**src/rtl/lsu_pkg.sv**
```systemverilog
// Shared definitions for the load/store bus master: FSM states, funct3 codes,
// byte-strobe masks and the access-legality check.
package lsu_pkg;

  typedef enum logic [1:0] {
    S_IDLE,
    S_REQ,
    S_WAIT,
    S_DONE
  } lsu_state_t;

  localparam logic [2:0] F3_LB  = 3'b000;
  localparam logic [2:0] F3_LH  = 3'b001;
  localparam logic [2:0] F3_LW  = 3'b010;
  localparam logic [2:0] F3_LBU = 3'b100;
  localparam logic [2:0] F3_LHU = 3'b101;
  localparam logic [2:0] F3_SB  = 3'b000;
  localparam logic [2:0] F3_SH  = 3'b001;
  localparam logic [2:0] F3_SW  = 3'b010;

  localparam logic [3:0] STRB_B = 4'b0001;
  localparam logic [3:0] STRB_H = 4'b0011;
  localparam logic [3:0] STRB_W = 4'b1111;

  // Halves need addr[0]==0, words need addr[1:0]==0; unknown encodings are illegal.
  function automatic logic lsu_legal(input logic [2:0] f3, input logic is_store,
                                     input logic [1:0] a);
    logic ok;
    ok = 1'b0;
    if (is_store) begin
      case (f3)
        F3_SB:   ok = 1'b1;
        F3_SH:   ok = ~a[0];
        F3_SW:   ok = (a == 2'b00);
        default: ok = 1'b0;
      endcase
    end else begin
      case (f3)
        F3_LB, F3_LBU: ok = 1'b1;
        F3_LH, F3_LHU: ok = ~a[0];
        F3_LW:         ok = (a == 2'b00);
        default:       ok = 1'b0;
      endcase
    end
    return ok;
  endfunction

endpackage

```
**src/rtl/lsu_bus_master_align.sv**
```systemverilog
// Combinational data path: store strobe/lane replication and load lane
// extraction with sign or zero extension.
module lsu_align
  import lsu_pkg::*;
(
  input  logic [2:0]  funct3,
  input  logic        we,
  input  logic [1:0]  addr_lo,
  input  logic [31:0] store_data,
  input  logic [31:0] load_word,
  output logic [3:0]  wstrb,
  output logic [31:0] wdata,
  output logic [31:0] load_data
);

  logic [31:0] shifted;

  always_comb begin
    wstrb = '0;
    wdata = '0;
    if (we) begin
      case (funct3)
        F3_SB: begin
          wstrb = STRB_B << addr_lo;
          wdata = {4{store_data[7:0]}};
        end
        F3_SH: begin
          wstrb = STRB_H << addr_lo;
          wdata = {2{store_data[15:0]}};
        end
        F3_SW: begin
          wstrb = STRB_W;
          wdata = store_data;
        end
        default: begin
          wstrb = '0;
          wdata = '0;
        end
      endcase
    end
  end

  always_comb begin
    shifted   = load_word >> {addr_lo, 3'b000};
    load_data = shifted;
    case (funct3)
      F3_LB:   load_data = {{24{shifted[7]}}, shifted[7:0]};
      F3_LH:   load_data = {{16{shifted[15]}}, shifted[15:0]};
      F3_LBU:  load_data = {24'h0, shifted[7:0]};
      F3_LHU:  load_data = {16'h0, shifted[15:0]};
      default: load_data = shifted;
    endcase
  end

endmodule

```
**src/rtl/lsu_bus_master.sv**
```systemverilog
// RV32I load/store initiator on a valid/ready data-memory bus; stalls the pipeline
// until the response returns. Optional WAIT timeout under `LSU_TIMEOUT_EN.
module lsu_bus_master
  import lsu_pkg::*;
#(
  parameter int ADDR_W  = 32,
  parameter int DATA_W  = 32,
  parameter int TIMEOUT = 255
) (
  input  logic              clk,
  input  logic              rstn,
  input  logic              memread_ex,
  input  logic              memwrite_ex,
  input  logic [2:0]        funct3_ex,
  input  logic              exmem_flush,
  input  logic [31:0]       aluresult_ex,
  input  logic [31:0]       forwardBout_ex,
  output logic              lsu_stall,
  output logic [31:0]       dmemrd_mem,
  output logic              mem_access_fault,
  output logic              req_valid,
  input  logic              req_ready,
  output logic              req_we,
  output logic [ADDR_W-1:0] req_addr,
  output logic [31:0]       req_wdata,
  output logic [3:0]        req_wstrb,
  input  logic              rsp_valid,
  input  logic [31:0]       rsp_rdata,
  input  logic              rsp_err
);

  lsu_state_t  state_q, state_d;
  logic [31:0] addr_q, data_q, dmemrd_q, load_data;
  logic [2:0]  f3_q;
  logic        we_q, fault_q, fault_d;
  logic        access, legal, capture, rsp_take, tmo_hit;

`ifdef LSU_TIMEOUT_EN
  logic [7:0]  tmo_q;
  logic        unused_cfg;
  assign unused_cfg = |DATA_W;
`else
  logic        unused_cfg;
  assign unused_cfg = |{DATA_W, TIMEOUT};
`endif

  always_comb begin
    access    = (memread_ex | memwrite_ex) & ~exmem_flush;
    legal     = lsu_legal(funct3_ex, memwrite_ex, aluresult_ex[1:0]);
    state_d   = state_q;
    capture   = 1'b0;
    rsp_take  = 1'b0;
    tmo_hit   = 1'b0;
    fault_d   = 1'b0;
    lsu_stall = 1'b0;
    case (state_q)
      S_IDLE: begin
        if (access) begin
          if (legal) begin
            capture   = 1'b1;
            lsu_stall = 1'b1;
            state_d   = S_REQ;
          end else begin
            fault_d = 1'b1;
          end
        end
      end
      S_REQ: begin
        lsu_stall = 1'b1;
        if (req_ready) state_d = S_WAIT;
      end
      S_WAIT: begin
        lsu_stall = 1'b1;
        if (rsp_valid) begin
          rsp_take = 1'b1;
          fault_d  = rsp_err;
          state_d  = S_DONE;
        end
`ifdef LSU_TIMEOUT_EN
        else if (tmo_q == 8'(TIMEOUT - 1)) begin
          tmo_hit = 1'b1;
          fault_d = 1'b1;
          state_d = S_DONE;
        end
`endif
      end
      S_DONE:  state_d = S_IDLE;
      default: state_d = S_IDLE;
    endcase
  end

  always_ff @(posedge clk or negedge rstn) begin
    if (!rstn) begin
      state_q  <= S_IDLE;
      addr_q   <= '0;
      data_q   <= '0;
      f3_q     <= '0;
      we_q     <= 1'b0;
      fault_q  <= 1'b0;
      dmemrd_q <= '0;
    end else begin
      state_q <= state_d;
      fault_q <= fault_d;
      if (capture) begin
        addr_q <= aluresult_ex;
        data_q <= forwardBout_ex;
        f3_q   <= funct3_ex;
        we_q   <= memwrite_ex;
      end
      // An errored or timed-out access leaves zero, even for stores.
      if (tmo_hit || (rsp_take && rsp_err)) dmemrd_q <= '0;
      else if (rsp_take && !we_q)           dmemrd_q <= load_data;
    end
  end

`ifdef LSU_TIMEOUT_EN
  always_ff @(posedge clk or negedge rstn) begin
    if (!rstn)                 tmo_q <= '0;
    else if (state_q == S_WAIT) tmo_q <= tmo_q + 8'd1;
    else                       tmo_q <= '0;
  end
`endif

  lsu_align u_align (
    .funct3     (f3_q),
    .we         (we_q),
    .addr_lo    (addr_q[1:0]),
    .store_data (data_q),
    .load_word  (rsp_rdata),
    .wstrb      (req_wstrb),
    .wdata      (req_wdata),
    .load_data  (load_data)
  );

  assign req_valid        = (state_q == S_REQ);
  assign req_we           = we_q;
  assign req_addr         = {addr_q[ADDR_W-1:2], 2'b00};
  assign dmemrd_mem       = dmemrd_q;
  assign mem_access_fault = fault_q;

endmodule

```
**config.mk**
```make
export PLATFORM = sky130hd
export DESIGN_NAME = lsu_bus_master
export DESIGN_NICKNAME = d
export VERILOG_FILES = /design/src/rtl/lsu_pkg.sv /design/src/rtl/lsu_bus_master_align.sv /design/src/rtl/lsu_bus_master.sv
export SDC_FILE = /design/constraint.sdc
export NUM_CORES = 1
export LEC_CHECK = 0
export ABC_AREA = 1
export CORE_MARGIN = 10
export CORE_UTILIZATION = 35
export DETAILED_ROUTE_END_ITERATION = 16
export GPL_TIMING_DRIVEN = 0
export PLACE_DENSITY_LB_ADDON = 0.1
export REMOVE_ABC_BUFFERS = 1
export SLEW_MARGIN = 20
export SYNTH_ARGS = -nofsm -noshare
export SYNTH_HDL_FRONTEND = slang
export SYNTH_SLANG_ARGS = --single-unit
```
**constraint.sdc**
```tcl
create_clock -name clk -period 2.35 [get_ports clk]
set_input_delay 0.47 -clock clk [delete_from_list [all_inputs] [get_ports clk]]
set_output_delay 0.47 -clock clk [all_outputs]
set_load 0.05 [all_outputs]
```
==> key figures <==
Clocking
  • Longest Clk Path Bufs: 2
  • CTS Sinks: between 100 and 150
  • Reg clk slew, reported paths: ~70 ps
  • TritonCTS Buffers: 9
  • CTS tree: done
  • Clk_lat worst skew: 350 ps
  • Htree depth: 3
  • Hold buffer count at CTS: 0
  • Clock root buffer master: clkbuf_16

Layout
  • Synth-to-Final Area Change: 44.8%
  • Cell area after layout: around 8400 µm²
  • Final cell count without fillers: 1196
  • Layout cells sized above 1: between 10% and 20%
  • # diodes: 0
  • Final Net Count: ~1100

Setup path
  • Max FO, Critical Path: 8
  • Critical path capture point: req_wdata[8]
  • CP arrival: 1800 ps
  • Reg-to-reg slack, setup: between 300 and 400 ps
  • CP endpoint kind: output port
  • Worst R2R Start: state_q[1]$_DFFE_PN0P_
  • Reg2reg end: dmemrd_mem[27]$_DFFE_PN0P_
  • Worst Path Required: 1880 ps
  • Crit path launch type: flop
  • Worst r2r path cells: 7
  • Worst Setup SP: f3_q[2]$_DFFE_PN0P_
  • Crit Path Class: flop to output port

Floorplan
  • Die area: approximately 22000 µm²
  • Io pins: about 210
  • Starting Density: between 30 and 40%
  • Rows: 47
  • Die Y: about 150 µm
  • Die width: between 100 and 150 µm
  • Core region area: 16400 µm²

Detailed routing
  • Vias: between 5000 and 6000
  • DRT iter0 DRCs: ~260
  • Drt pass-1 iters: 4
  • # DRC: 0
  • Number of nets with antenna violations after routing: 0
  • Post-Route WL: approximately 21000 µm
  • WL per Instance: between 15 and 20 µm
  • Via density: approximately 4.7

STA
  • Tcrit/Tclk final: between 90 and 100%
  • Final Max Tran Viols: 0
  • # setup viols final: 0
  • Clock skew: roughly 6.4 ps
  • Achievable Freq: 441 MHz
  • Tmin final: 2270 ps
  • RSZ-0062 raised after global routing: yes
  • Pin slew with the least headroom to its limit: 1040 ps
  • Worst slew margin: 30.6%
  • Hold Vio Cnt, Final: 0

GRT
  • Largest net degree at the start of global routing: 69
  • Vias in the first global route: roughly 5700
  • Initial antenna violation count: 0
  • First-pass GRT wire length: 32100 µm
  • Total gr overflow: 0
  • Gr usage total: 18.6%

Yosys
  • Leading area contributor after synthesis: dfrtp_1
  • Share of the synthesized area in the top cell type: between 40 and 50%
  • Synth cell count leaders: 347 x nand2_1, 103 x dfrtp_1, 91 x nand3_1
  • Top-count cell post-synth: nand2_1
  • Yosys warning total: 0
  • Post-synth EDFFs: 0
  • Ys async rst share: 100%
  • Post-synth top flop: dfrtp_1
  • Register area share after synthesis: 44.4%
  • Mapped cell area: between 5000 and 6000 µm²
  • Synth Area per Inst: between 7 and 8 µm²
  • Main area contributors after synthesis: dfrtp_1 44%, nand2_1 22%, nand3_1 7.9%
  • Mapped Cells: approximately 800
  • Synth unique cells: 32
  • Number of synthesized register bits: 103

Placement
  • DP Area: 7750 µm²
  • Dpl cells: around 1200
  • DP HPWL: 13400 µm
  • # port buffers: 208
  • Placer Congestion: 0.802

Job
  • Max capacitance violation total: 0

Pwr
  • Static leakage: between 4 and 5 nW
  • Peak supply drop: 0.00109 V
  • PwrDens: between 1500 and 2000 nW/µm²
  • Total chip power: approximately 14 mW

Outcome
  • Outcome: complete, no violations

Min path
  • Hold/Removal Path Class: input pin to async pin
==> kinds of logic after synthesis <==
logic type	after synthesis	synth area share (%)
and+or+nand+nor	491	35.8
buffers and inverters	129	12.3
DFF	103	44.4
AOI/OAI and AO/OA	68	6.49
adders and majority gates	4	0.863
other	1	0.0646
==> metrics by stage <==
stage          TNS (ps)  hold slack [ps]  setup slack [ps]  util, %
4_1_cts               0             16.2              5.38     50.3
6_report              0             11.6              83.9     51.2
3_3_place_gp    -807330              453             -7130     46.7
3_5_place_dp     -72470              405             -1430     47.3
5_1_grt           -44.3             19.2             -14.0     51.2
2_1_floorplan   -162400              174             -3530        -
==> power by group <==
| part | total [mW] | leakage, nW | switching [mW] | internal, mW |
|---|---|---|---|---|
| Sequential | 3.26 | 1.29 | 0.612 | 2.65 |
| Combinational | 9.49 | 2.81 | 6.58 | 2.91 |
| Clock | 1.69 | 0.162 | 0.738 | 0.950 |
==> critical path, stage by stage (launching register included) <==
cell	delay, ps
dfrtp_2	460
nor2_4	170
nand2_2	120
clkinv_4	140
nand2_1	90
a31oi_1	170
buf_2	290
==> cells in the final DEF, fill, tap and decap left out, drive strengths merged <==
master,count
nand2,374
o211ai,7
bufinv,2
nand3b,1
nand3,94
bufbuf,1
clkdlybuf4s50,167
clkinv,3
nor2,24
dlygate4sd2,2
clkbuf,14
o21ai,26
ha,4
a21oi,27
o21bai,1
conb,2
inv,55
dlymetal6s2s,1
clkinvlp,1
buf,58
a31oi,7
dfrtp,103
nand4,2
==> area by class of cell <==
class,instances,area (µm²)
multi-input combinational,569,2680
sequential,103,2590
fill,1630,8010
timing repair inverter,1,6.26
clock buffer,9,225
tap,220,275
timing repair buffer,234,2280
inverter,53,230
clock inverter,7,103
==> state kept, by name, indices dropped and copies added (netlist names) <==
name	cells
addr_q	32
req_we	1
mem_access_fault	1
dmemrd_mem	32
data_q	32
state_q	2
f3_q	3
==> how the worst min path moves through the flow <==
stage                                            to  slack [ps]
final                     dmemrd_mem[0]$_DFFE_PN0P_          10
after global routing      dmemrd_mem[0]$_DFFE_PN0P_          20
after CTS                 dmemrd_mem[0]$_DFFE_PN0P_          20
after detailed placement  dmemrd_mem[0]$_DFFE_PN0P_         400
after global placement        addr_q[7]$_DFFE_PN0P_         450
after floorplan               addr_q[0]$_DFFE_PN0P_         170
==> per-layer routing <==
metal	global-route usage (%)	wire, µm	up-vias
met5	0	0	-
met4	4.47	320	0
met3	8.25	2050	16
met2	31.3	10200	169
met1	21.2	8350	2646
li1	-	-	2821
==> what timing repair did <==
item | in CTS | in global routing
setup endpoints to repair | 119 | 38
gates cloned | 6 | 0
buffers inserted | 15 | 7
resized for setup | 241 | 36
pin swaps | 5 | 3
Power figures use the tool's default switching activity.
